<file path="config.mk">
export PLATFORM = sky130hd
export DESIGN_NAME = jk_multimode_register_flat
export DESIGN_NICKNAME = d
export VERILOG_FILES = /design/src/rtl/jk_multimode_register_pkg.sv /design/src/rtl/jk_multimode_register_if.sv /design/src/rtl/jk_multimode_register_jk_cell.sv /design/src/rtl/jk_multimode_register.sv /design/src/flat_wrapper.sv
export SDC_FILE = /design/constraint.sdc
export NUM_CORES = 1
export LEC_CHECK = 0
export CORE_MARGIN = 2
export CORE_UTILIZATION = 31
export DETAILED_ROUTE_END_ITERATION = 8
export GPL_TIMING_DRIVEN = 0
export SYNTH_ARGS = -nofsm -noshare
export SYNTH_HDL_FRONTEND = slang
export SYNTH_SLANG_ARGS = --single-unit
</file>
<file path="constraint.sdc">
create_clock -name clock -period 2 [get_ports clock]
set_input_delay 0.2 -clock clock [delete_from_list [all_inputs] [get_ports clock]]
set_output_delay 0.2 -clock clock [all_outputs]
set_load 0.005 [all_outputs]
</file>
<file path="src/rtl/jk_multimode_register_pkg.sv">
// Shared constants for the multimode register: operation select codes and
// the {J,K} codes understood by each per-bit JK cell.
package jk_multimode_register_pkg;

  localparam logic [1:0] MODE_JK    = 2'b00;
  localparam logic [1:0] MODE_LOAD  = 2'b01;
  localparam logic [1:0] MODE_COUNT = 2'b10;
  localparam logic [1:0] MODE_SHIFT = 2'b11;

  localparam logic [1:0] JK_HOLD = 2'b00;
  localparam logic [1:0] JK_CLR  = 2'b01;
  localparam logic [1:0] JK_SET  = 2'b10;
  localparam logic [1:0] JK_TOG  = 2'b11;

endpackage

</file>
<file path="src/rtl/jk_multimode_register_if.sv">
// Control/data bundle of the multimode register; the master drives the
// operation inputs and observes Q, serial_out and terminal_count.
interface jk_multimode_register_if #(
  parameter int WIDTH = 8
);

  logic             preset;
  logic             enable;
  logic [1:0]       mode;
  logic [WIDTH-1:0] J;
  logic [WIDTH-1:0] K;
  logic [WIDTH-1:0] load_value;
  logic             up_down;
  logic             serial_in;
  logic [WIDTH-1:0] Q;
  logic             serial_out;
  logic             terminal_count;

  modport master (
    output preset, enable, mode, J, K, load_value, up_down, serial_in,
    input  Q, serial_out, terminal_count
  );

  modport slave (
    input  preset, enable, mode, J, K, load_value, up_down, serial_in,
    output Q, serial_out, terminal_count
  );

endinterface

</file>
<file path="src/rtl/jk_multimode_register_jk_cell.sv">
// Combinational next-state function of a single JK bit: hold, clear,
// set or toggle according to the {j,k} pair.
module jk_cell
  import jk_multimode_register_pkg::*;
(
  input  logic i_j,
  input  logic i_k,
  input  logic i_q,
  output logic o_qNext
);

  always_comb begin
    o_qNext = i_q;
    case ({i_j, i_k})
      JK_HOLD: o_qNext = i_q;
      JK_CLR:  o_qNext = 1'b0;
      JK_SET:  o_qNext = 1'b1;
      JK_TOG:  o_qNext = ~i_q;
      default: o_qNext = i_q;
    endcase
  end

endmodule

</file>
<file path="src/rtl/jk_multimode_register.sv">
// WIDTH-bit register with per-bit JK, parallel load, modulo up/down count
// and serial shift; synchronous active-low reset beats preset beats enable.
module jk_multimode_register
  import jk_multimode_register_pkg::*;
#(
  parameter int               WIDTH        = 8,
  parameter int               MODULUS      = 2**WIDTH,
  parameter logic [WIDTH-1:0] RESET_VALUE  = '0,
  parameter logic [WIDTH-1:0] PRESET_VALUE = '1
) (
  input logic                    clock,
  input logic                    reset,
  jk_multimode_register_if.slave bus
);

  localparam logic [WIDTH-1:0] MAX_COUNT = WIDTH'(MODULUS - 1);

  logic [WIDTH-1:0] r_q;
  logic [WIDTH-1:0] w_jkNext;
  logic [WIDTH-1:0] w_countUp;
  logic [WIDTH-1:0] w_countDown;
  logic [WIDTH-1:0] w_next;

  genvar gi;
  generate
    for (gi = 0; gi < WIDTH; gi++) begin : g_jk
      jk_cell u_cell (
        .i_j     (bus.J[gi]),
        .i_k     (bus.K[gi]),
        .i_q     (r_q[gi]),
        .o_qNext (w_jkNext[gi])
      );
    end
  endgenerate

  // Out-of-range values (after a raw LOAD) fold back into the modulus.
  assign w_countUp   = (r_q >= MAX_COUNT) ? '0 : r_q + WIDTH'(1);
  assign w_countDown = (r_q == '0 || r_q > MAX_COUNT) ? MAX_COUNT : r_q - WIDTH'(1);

  always_comb begin
    w_next = r_q;
    case (bus.mode)
      MODE_JK:    w_next = w_jkNext;
      MODE_LOAD:  w_next = bus.load_value;
      MODE_COUNT: w_next = bus.up_down ? w_countUp : w_countDown;
      MODE_SHIFT: w_next = {r_q[WIDTH-2:0], bus.serial_in};
      default:    w_next = r_q;
    endcase
  end

  always_ff @(posedge clock) begin
    if (!reset) begin
      r_q <= RESET_VALUE;
    end else if (bus.preset) begin
      r_q <= PRESET_VALUE;
    end else if (bus.enable) begin
      r_q <= w_next;
    end
  end

  assign bus.Q          = r_q;
  assign bus.serial_out = r_q[WIDTH-1];
  assign bus.terminal_count = (bus.mode == MODE_COUNT) && bus.enable && reset && !bus.preset
                           && (bus.up_down ? (r_q >= MAX_COUNT) : (r_q == '0));

endmodule

</file>
<file path="src/flat_wrapper.sv">
// flat-port wrapper written by rule: the top's interface ports become plain ports
module jk_multimode_register_flat import jk_multimode_register_pkg::*;
#(
  parameter int               WIDTH        = 8,
  parameter int               MODULUS      = 2**WIDTH,
  parameter logic [WIDTH-1:0] RESET_VALUE  = '0,
  parameter logic [WIDTH-1:0] PRESET_VALUE = '1
)
  (clock, reset, bus_preset, bus_enable, bus_mode, bus_J, bus_K, bus_load_value, bus_up_down, bus_serial_in, bus_Q, bus_serial_out, bus_terminal_count);
  jk_multimode_register_if #(.WIDTH(WIDTH)) bus_i ();
  input logic clock;
  input logic reset;
  input wire logic [$bits(bus_i.preset)-1:0] bus_preset;
  input wire logic [$bits(bus_i.enable)-1:0] bus_enable;
  input wire logic [$bits(bus_i.mode)-1:0] bus_mode;
  input wire logic [$bits(bus_i.J)-1:0] bus_J;
  input wire logic [$bits(bus_i.K)-1:0] bus_K;
  input wire logic [$bits(bus_i.load_value)-1:0] bus_load_value;
  input wire logic [$bits(bus_i.up_down)-1:0] bus_up_down;
  input wire logic [$bits(bus_i.serial_in)-1:0] bus_serial_in;
  output wire logic [$bits(bus_i.Q)-1:0] bus_Q;
  output wire logic [$bits(bus_i.serial_out)-1:0] bus_serial_out;
  output wire logic [$bits(bus_i.terminal_count)-1:0] bus_terminal_count;
  assign bus_i.preset = bus_preset;
  assign bus_i.enable = bus_enable;
  assign bus_i.mode = bus_mode;
  assign bus_i.J = bus_J;
  assign bus_i.K = bus_K;
  assign bus_i.load_value = bus_load_value;
  assign bus_i.up_down = bus_up_down;
  assign bus_i.serial_in = bus_serial_in;
  assign bus_Q = bus_i.Q;
  assign bus_serial_out = bus_i.serial_out;
  assign bus_terminal_count = bus_i.terminal_count;
  jk_multimode_register #(.WIDTH(WIDTH), .MODULUS(MODULUS), .RESET_VALUE(RESET_VALUE), .PRESET_VALUE(PRESET_VALUE)) u_core (.clock(clock), .reset(reset), .bus(bus_i));
endmodule
</file>
==> results.json <==
{
  "status": "finished clean",
  "track_usage_pct": 17.8,
  "yosys_register_bits": 8,
  "die_height_microns": 65.5,
  "insertion_delay_ps": 230,
  "totalWireLength_microns": 3640,
  "swShare_pct": 35.0,
  "p_switching_uw": 275,
  "cap_violations": 0,
  "die_w_microns": 65.5,
  "crit_family": "simple AND/OR/NAND/NOR gates",
  "dp_hpwl_microns": 2680,
  "yosysMostFrequentCell": "nand2_1",
  "synthDistinctLibCells": 45,
  "postRouteAntennaNets": 0,
  "ys.flop_type": "dfxtp_1",
  "cts_htree_levels": 1,
  "syn_avg_cell_area_sq_um": 6.99,
  "boundaryPins": 42,
  "dr.pass1.iters": 5,
  "diodes": 0,
  "clk_path_buf_depth": 2,
  "crit_slowest_cell": "dfxtp_2",
  "die_area_sq_um": 4290,
  "finalCriticalPeriod_ps": 1900,
  "rows": 22,
  "antenna_found_initial": 0,
  "gp_congestion": 0.853,
  "dp_cells": 255,
  "worstPathCellList": "buf_6 > inv_1 > ha_1 > nor3b_4 > nand2_2 > o21a_1 > nor3_2 > buf_2",
  "max_stage_delay_ps": 330,
  "syn-num-nets": 203,
  "synth_compound_area_share_pct": 26.4,
  "cp-end-kind": "output port",
  "netlist_area_sq_um": 1170,
  "setup_slack_ps": 98.2,
  "relSlewSlack_pct": 66.4,
  "combPwrFrac_pct": 47.8,
  "rsz0062_at_grt": "no",
  "max_freq_mhz": 526,
  "cp.arrival_ps": 1700,
  "io_buffers": 39,
  "setup-violations-final": 0,
  "instances_no_fill": 259,
  "pwr-share-clk_pct": 27.0,
  "synth_top_area_share_pct": 13.6,
  "netlist_instances": 168,
  "async_reset_ff_share_pct": 0,
  "start_util_pct": 32.1,
  "crit_fanout": 9,
  "synth-simple-area-share_pct": 32.7,
  "p_leak_nw": 0.647,
  "final_layout_size_suffix_gt1_share_pct": 18.5,
  "finalMaxSlewViolations": 0,
  "grt_pass1_vias": 1257,
  "synth_xor_area_share_pct": 6.72,
  "drtIter0Drc": 65,
  "cts_tree": "done",
  "place_ws_ps": -404,
  "required_ps": 1800,
  "synth_top_family_by_area": "simple AND/OR/NAND/NOR gates",
  "grt_pass1_wl_microns": 5980,
  "clk_pin_slew_ps": 50,
  "hold_path_class": "input port to register",
  "power_density_nw_per_um2": 461,
  "vdd_ir_drop_max_mv": 0.430,
  "synth_common_cells": "nand2_1 (15), nor3_1 (13), a21oi_1 (11), nand3_1 (11), nor2_1 (10)",
  "start_kind": "register",
  "ys.warnings.count": 0,
  "nets": 248,
  "via_per_inst": 5.17,
  "synth_edf_count": 0,
  "total_power_uw": 785,
  "seq_area_frac_synth_pct": 13.6,
  "cts_sinks": 8,
  "hold_violations": 0,
  "crit_type": "register to output port",
  "tightest_slew_ps": 504,
  "area_growth_pct": 45.2,
  "dr_total_vias": 1340,
  "wl_per_cell_microns": 14.1,
  "nFillCells": 393,
  "synth_area_leader_cell": "dfxtp_1",
  "p_seq_share_pct": 25.2,
  "cts_buffers": 3,
  "grt_max_degree": 11,
  "overflow": 0,
  "period_share_pct": 95.1,
  "core_sq_um": 3660,
  "path_buf_inv": 3,
  "root_buffer": "clkbuf_8",
  "synth_mux_area_share_pct": 4.26,
  "synth_fa_ha_area_share_pct": 3.20,
  "largest_reg_flops": 8,
  "finClkSkew_ps": 0.518,
  "ys_top_cells_by_area": "dfxtp_1 (14%), buf_4 (5.8%), nor3_1 (5.5%), nand2_1 (4.8%), a21oi_1 (4.7%)",
  "p_int_uw": 511,
  "holdBufCountCts": 0,
  "drcViolationCount": 0
}
## final timing paths
check	start	slack [ps]	to	cells after the start
worst max register to register	u_core.bus.Q[0]	150	u_core.bus.Q[4]	9
worst min-delay path	reset	420	u_core.bus.Q[4]	2
worst max-delay path	u_core.bus.Q[0]	100	bus_terminal_count	8
worst min register to register	u_core.bus.Q[1]	630	u_core.bus.Q[1]	2
## final cells by class
| cell class | instances | area [sq um] | area share, % |
|---|---|---|---|
| Buffer | 21 | 148 | 8.66 |
| Clock buffer | 3 | 41.3 | 2.42 |
| Inverter | 5 | 18.8 | 1.10 |
| Multi-Input combinational cell | 134 | 878 | 51.5 |
| Sequential cell | 8 | 165 | 9.69 |
| Tap cell | 48 | 60.1 | 3.52 |
| Timing Repair Buffer | 40 | 393 | 23.1 |
## power by group through the flow
| stage | logic (mW) | clock network [mW] | registers [mW] |
|---|---|---|---|
| final | 0.376 | 0.212 | 0.198 |
| after detailed placement | 0.360 | 0 | 0.197 |
| after global placement | 0.360 | 0 | 0.197 |
| after CTS | 0.370 | 0.212 | 0.196 |
| after global routing | 0.412 | 0.217 | 0.201 |
| after floorplan | 0.220 | 0 | 0.192 |
## per-layer routing
layer  track usage, %  vias to the layer above  part of all wire (%)
li1                 -                      691                     -
met1             26.3                      595                    50
met2             26.1                       44                    43
met3             3.60                       10                   4.1
met4             4.43                        0                   2.7
met5                0                        -                     0
## timing repair
item,in CTS,in global routing
resized for setup,11,11
setup buffers,1,0
setup endpoints to repair,1,1
pin swaps,0,2
## cells by family (layout without fill, tap and decap cells)
family / Yosys count / in the layout
and+or+nand+nor: 71 / 71
AOI/OAI and AO/OA: 46 / 46
buffers and inverters: 26 / 69
xor gates and xnor gates: 9 / 9
DFF: 8 / 8
muxes: 5 / 5
adders and majority gates: 3 / 3
## metrics by stage
| stage | utilization (%) | hold WS, ps | instance area [sq um] | setup TNS [ps] |
|---|---|---|---|---|
| after floorplan | - | 401 | 1170 | 0 |
| after global placement | 44.4 | 642 | 1620 | -442 |
| after detailed placement | 44.4 | 648 | 1620 | -404 |
| after CTS | 46.0 | 407 | 1690 | 0 |
| after global routing | 46.5 | 444 | 1700 | 0 |
| final | 46.5 | 419 | 1700 | 0 |
## layout by cell type, fill, tap and decap left out, types with 6 or more instances in the layout
cell type and instances:
nand2b_1 8, buf_4 9, nor2_1 10, clkdlybuf4s50_1 38, nand2_1 14, a21oi_1 11
o31ai_1 6, nand3_1 11, nor3_1 12, o21ai_1 6
## worst register-to-register path, delay by kind of cell (launching register included)
kind	cells	cell delay [ps]
compound gates	4	700
flops	1	350
buf+inv	3	350
fa+ha+maj	1	180
simple gates	1	160
Note: power is estimated with default switching activity, not from simulation.
